<file path="src/rtl/imem_loader.sv">
// Host byte stream -> little-endian 32-bit IMEM words; core held in reset until the image completes.
// Optional trailing XOR checksum byte when IMEM_LOADER_CHECKSUM_EN is defined.
module imem_loader #(
  parameter int ADDR_WIDTH = 8
) (
  input  logic                  CLK,
  input  logic                  RST,
  input  logic                  start,
  input  logic [7:0]            in_data,
  input  logic                  in_valid,
  output logic                  in_ready,
  output logic                  IM_WE,
  output logic [ADDR_WIDTH-1:0] IM_Addr,
  output logic [31:0]           IM_WData,
  output logic                  core_rst_n,
  output logic                  busy,
  output logic                  done,
  output logic                  error
);

  typedef enum logic [2:0] {
    S_IDLE, S_LEN_LO, S_LEN_HI, S_DATA, S_CHK, S_DONE, S_ERR
  } state_t;

  localparam logic [16:0] CAP = 17'(1) << ADDR_WIDTH;
`ifdef IMEM_LOADER_CHECKSUM_EN
  localparam state_t S_FIN = S_CHK;
`else
  localparam state_t S_FIN = S_DONE;
`endif

  state_t                state_q, state_d;
  logic [7:0]            len_lo_q;
  logic [ADDR_WIDTH-1:0] last_idx_q;
  logic [ADDR_WIDTH-1:0] word_idx_q;
  logic [1:0]            byte_idx_q;
  logic [23:0]           asm_q;
  logic                  we_q;
  logic [ADDR_WIDTH-1:0] addr_q;
  logic [31:0]           wdata_q;
  logic                  core_rst_n_q;
`ifdef IMEM_LOADER_CHECKSUM_EN
  logic [7:0]            xor_q;
`endif

  logic        accept;
  logic        idle_like;
  logic        last_byte;
  logic [15:0] len_w;

  assign accept    = in_valid & in_ready;
  assign idle_like = (state_q == S_IDLE) || (state_q == S_DONE) || (state_q == S_ERR);
  assign len_w     = {in_data, len_lo_q};
  assign last_byte = accept && (byte_idx_q == 2'd3) && (word_idx_q == last_idx_q);

  always_ff @(posedge CLK or negedge RST) begin
    if (!RST) state_q <= S_IDLE;
    else      state_q <= state_d;
  end

  always_comb begin
    state_d = state_q;
    case (state_q)
      S_IDLE, S_DONE, S_ERR: if (start) state_d = S_LEN_LO;
      S_LEN_LO:              if (accept) state_d = S_LEN_HI;
      S_LEN_HI: begin
        if (accept) begin
          if (len_w == 16'd0)              state_d = S_FIN;
          else if ({1'b0, len_w} > CAP)    state_d = S_ERR;
          else                             state_d = S_DATA;
        end
      end
      S_DATA:                if (last_byte) state_d = S_FIN;
`ifdef IMEM_LOADER_CHECKSUM_EN
      S_CHK:                 if (accept) state_d = (in_data == xor_q) ? S_DONE : S_ERR;
`endif
      default:               state_d = S_IDLE;
    endcase
  end

  always_comb begin
    in_ready = 1'b0;
    done     = 1'b0;
    error    = 1'b0;
    case (state_q)
      S_LEN_LO, S_LEN_HI, S_DATA, S_CHK: in_ready = 1'b1;
      S_DONE:                            done     = 1'b1;
      S_ERR:                             error    = 1'b1;
      default:                           ;
    endcase
    busy = in_ready;
  end

  always_ff @(posedge CLK or negedge RST) begin
    if (!RST) begin
      len_lo_q     <= '0;
      last_idx_q   <= '0;
      word_idx_q   <= '0;
      byte_idx_q   <= '0;
      asm_q        <= '0;
      we_q         <= 1'b0;
      addr_q       <= '0;
      wdata_q      <= '0;
      core_rst_n_q <= 1'b0;
`ifdef IMEM_LOADER_CHECKSUM_EN
      xor_q        <= '0;
`endif
    end else begin
      we_q <= 1'b0;
      // Release the core one cycle after DONE is entered, drop it as soon as a reload starts.
      core_rst_n_q <= (state_q == S_DONE) && (state_d == S_DONE);
      if (idle_like && start) begin
        word_idx_q <= '0;
        byte_idx_q <= '0;
`ifdef IMEM_LOADER_CHECKSUM_EN
        xor_q      <= '0;
`endif
      end
      if (accept) begin
        case (state_q)
          S_LEN_LO: len_lo_q   <= in_data;
          S_LEN_HI: last_idx_q <= ADDR_WIDTH'(len_w - 16'd1);
          S_DATA: begin
            byte_idx_q <= byte_idx_q + 2'd1;
`ifdef IMEM_LOADER_CHECKSUM_EN
            xor_q      <= xor_q ^ in_data;
`endif
            case (byte_idx_q)
              2'd0: asm_q[7:0]   <= in_data;
              2'd1: asm_q[15:8]  <= in_data;
              2'd2: asm_q[23:16] <= in_data;
              default: begin
                we_q       <= 1'b1;
                addr_q     <= word_idx_q;
                wdata_q    <= {in_data, asm_q};
                word_idx_q <= word_idx_q + 1'b1;
              end
            endcase
          end
          default: ;
        endcase
      end
    end
  end

  assign IM_WE      = we_q;
  assign IM_Addr    = addr_q;
  assign IM_WData   = wdata_q;
  assign core_rst_n = core_rst_n_q;

endmodule

</file>
<file path="config.mk">
export PLATFORM = sky130hd
export DESIGN_NAME = imem_loader
export DESIGN_NICKNAME = d
export VERILOG_FILES = /design/src/rtl/imem_loader.sv
export SDC_FILE = /design/constraint.sdc
export NUM_CORES = 1
export LEC_CHECK = 0
export CORE_MARGIN = 2
export CORE_UTILIZATION = 40
export CTS_CLUSTER_SIZE = 25
export DETAILED_ROUTE_END_ITERATION = 12
export RECOVER_POWER = 50
export SETUP_SLACK_MARGIN = 0.02
export SLEW_MARGIN = 10
export SYNTH_ARGS = -nofsm -noshare
export SYNTH_HDL_FRONTEND = slang
export SYNTH_SLANG_ARGS = --single-unit
</file>
<file path="constraint.sdc">
create_clock -name CLK -period 2.9 [get_ports CLK]
set_clock_uncertainty 0.1 [all_clocks]
set_input_delay 0.58 -clock CLK [delete_from_list [all_inputs] [get_ports CLK]]
set_output_delay 0.58 -clock CLK [all_outputs]
set_load 0.02 [all_outputs]
</file>
==> reports/qor.csv <==
metric,value,unit
CTS root buf,clkbuf_8,
routed wirelength normalized by instance count,16.2,um
required time of the critical path,2220,ps
Syn Nets,336,
library cell occupying the most area in the post-synthesis netlist,dfrtp_1,
violated checks,"max-capacitance violations, max-slew violations",
depth of the CTS H-tree,3,
leakage power total,2.31,nW
combined flip-flop and latch cell area,2380,sq um
Arrival @ worst endpoint,2030,ps
max-capacitance violation count,1,
Port Buf Inserts,57,
hpwl dp,5960,um
"most common cell after layout, fill and taps aside",dfrtp_1,
number of global-route vias before repair,2655,
Final Hold Violating Endpoints,0,
least setup slack across all paths after layout,190,ps
area share of the largest cell type after synthesis,0.583,
WL met2,4030,um
detailed-routing iteration count for the pre-antenna-repair pass,4,
uppermost routed layer,met4,
remaining max-slew budget at the tightest pin,-0.389,
most area-consuming cells after synthesis,"dfrtp_1, mux2_2, o21ai_0",
Resized Gates After CTS,0,
clock tree from TritonCTS,yes,
diodes inserted,0,
total power after layout,0.00418,W
Setup TNS Final,0,ps
Achievable Freq,369,MHz
area grow syn2layout,22.9,%
time the final worst path needs with I/O delays and setup,2710,ps
RSZ-0062 raised after global routing,no,
total clock sinks,95,
Critical-path top delay cell,clkdlybuf4s50_1,
GRT Total Usage,0.161,
final setup vio count,0,
horizontal die dimension,105,um
clock buffers created by TritonCTS,9,
largest fanout on the critical path,15,
maximum number of pins on one net before global-route repair,61,
kind of critical path,flop to output port,
Synthesis Warnings,0,
"Distinct cells, synth",41,
Floorplan Core Area,9820,sq um
Netlist Area Pre-Place,4080,sq um
post-synthesis instance total,317,
DRC violation count after routing,0,
met1 routed wirelength after detailed routing,3830,um
final-layout fill cell count,950,
clock edge transition at the registers on the reported setup and hold paths,100,ps
CTS Hold Buffers Added,0,
Worst VDD drop,0.000394,V
CP cell instances,"o21ai_0, nor2b_1, clkdlybuf4s50_1",
# IOs,58,
placer congestion estimate,0.795,
gr ovfl total,0,
postcts setup bufs,0,
DIE HEIGHT,105,um
metal3 WL,427,um
highest-count cells in the layout ignoring fill and taps,"dfrtp_1, mux2_2, clkdlybuf4s50_1",
drt via density,5.06,
category of the worst setup path capture point,output port,
slew at the pin closest to its max-slew limit,2080,ps
global-route wire length before repair,14000,um
run status,finished with violations,
row cnt,36,
buffer levels on the longest clock path,2,
sum of routed wire length over all layers,8420,um
antenna violations before repair,0,
Antenna Violating Nets Remaining,0,
number of pins with negative max-slew slack in the final report,36,
die area,11000,sq um
combined area of the multi-input logic cells,1580,sq um
clock latency on the worst-skew pair,360,ps
post-synthesis sequential area ratio,0.583,
"slowest stage delay, CP",640,ps
CP startpoint kind,flop,
final period utilization,0.935,
Crit path max-delay family,buffers and inverters,
power density of the placed cells,835,nW/um^2
Final #Nets,400,
layout cell share with drive strength beyond 1,0.244,
"Avg Cell Area, Syn",12.9,sq um
starting utilization of the core area,0.415,
worst hold path class,flop to flop,
Setup Slack @ Placement,201,ps
routed via count,2628,
number of buffers and inverters on the critical path,1,
Detailed Route Iter0 Violations,115,
Seq cells post-synth,95,
-- area by class of cell --
type,count,area share
timing repair buffer,67,0.131
clock buffer,9,0.0247
inverter,9,0.00675
multi-input combinational,199,0.315
sequential,95,0.475
clock inverter,7,0.0140
tap,133,0.0332
-- worst reg2reg max path: cells and delay by family (launching register included) --
family        cells  cell delay, ps
simple gates      3             910
flops             1             630
buf+inv           1             330
mux               1             210
-- power breakdown --
group	switching (W)	internal, W	leakage (nW)
sequential	0.000297	0.00171	1.26
clock	0.000514	0.000338	0.0959
combinational	0.000643	0.000678	0.954
-- synth_stat cells, drive strengths merged --
| master | n |
|---|---|
| a211o | 3 |
| a211oi | 1 |
| a21o | 1 |
| a21oi | 2 |
| a31o | 1 |
| a31oi | 1 |
| and2 | 1 |
| and3 | 3 |
| and4 | 1 |
| and4b | 1 |
| buf | 11 |
| clkbuf | 3 |
| dfrtp | 95 |
| ha | 7 |
| inv | 9 |
| mux2 | 66 |
| mux2i | 3 |
| nand2 | 26 |
| nand2b | 2 |
| nand3 | 7 |
| nand4 | 4 |
| nand4b | 1 |
| nor2 | 10 |
| nor2b | 1 |
| nor3 | 5 |
| nor3b | 1 |
| nor4 | 5 |
| nor4b | 1 |
| o211ai | 1 |
| o21ai | 21 |
| o2bb2ai | 1 |
| o311a | 1 |
| o31ai | 1 |
| or3 | 2 |
| or4 | 2 |
| xnor2 | 8 |
| xor2 | 8 |
-- worst paths after layout --
check / startpoint / to / slack, ps / depth (start not counted)
min in group asynchronous: RST / IM_Addr[1]$_DFFE_PN0P_ / 710 / 1
max: state_q[1]$_DFF_PN0_ / busy / 190 / 3
max reg2reg: state_q[1]$_DFF_PN0_ / word_idx_q[7]$_DFF_PN0_ / 650 / 5
max in group asynchronous: RST / len_lo_q[7]$_DFFE_PN0P_ / 800 / 1
min: IM_WData[24]$_DFFE_PN0P_ / IM_WData[24]$_DFFE_PN0P_ / 380 / 2
min reg2reg: IM_WData[24]$_DFFE_PN0P_ / IM_WData[24]$_DFFE_PN0P_ / 380 / 2
-- metal layers --
metal  vias to the layer above  GRT usage
li1                       1245          -
met3                        11     0.0443
met4                         0     0.0552
met5                         -          0
met2                        59      0.258
met1                      1313      0.212
-- cells by family (layout without fill, tap and decap cells) --
group                    Yosys count  count (layout)  synth area share
AO/OA/AOI/OAI                     34              34            0.0507
adder cells (fa/ha/maj)            7               7            0.0215
multiplexers                      69              69             0.190
buffers and inverters             23              92            0.0292
AND/OR/NAND/NOR                   73              73            0.0912
flip-flops                        95              95             0.583
XOR/XNOR                          16              16            0.0344
-- per-stage QoR --
stage / area [sq um] / utilization / hold slack [ps] / std cells
finish: 5010 / 0.510 / 384 / 519
global route: 5010 / 0.510 / 418 / 519
CTS: 5030 / 0.512 / 81.0 / 519
detailed placement: 4830 / 0.492 / 372 / 503
global placement: 4830 / 0.492 / 358 / 503
floorplan: 4080 / - / 184 / 317
-- registers in the layout, indices dropped and copies added (netlist names) --
register and cells:
byte_idx_q 2, IM_Addr 8, IM_WE 1, IM_WData 32
state_q 3, core_rst_n 1, last_idx_q 8, len_lo_q 8
word_idx_q 8, asm_q 24
Power figures use the tool's default switching activity.
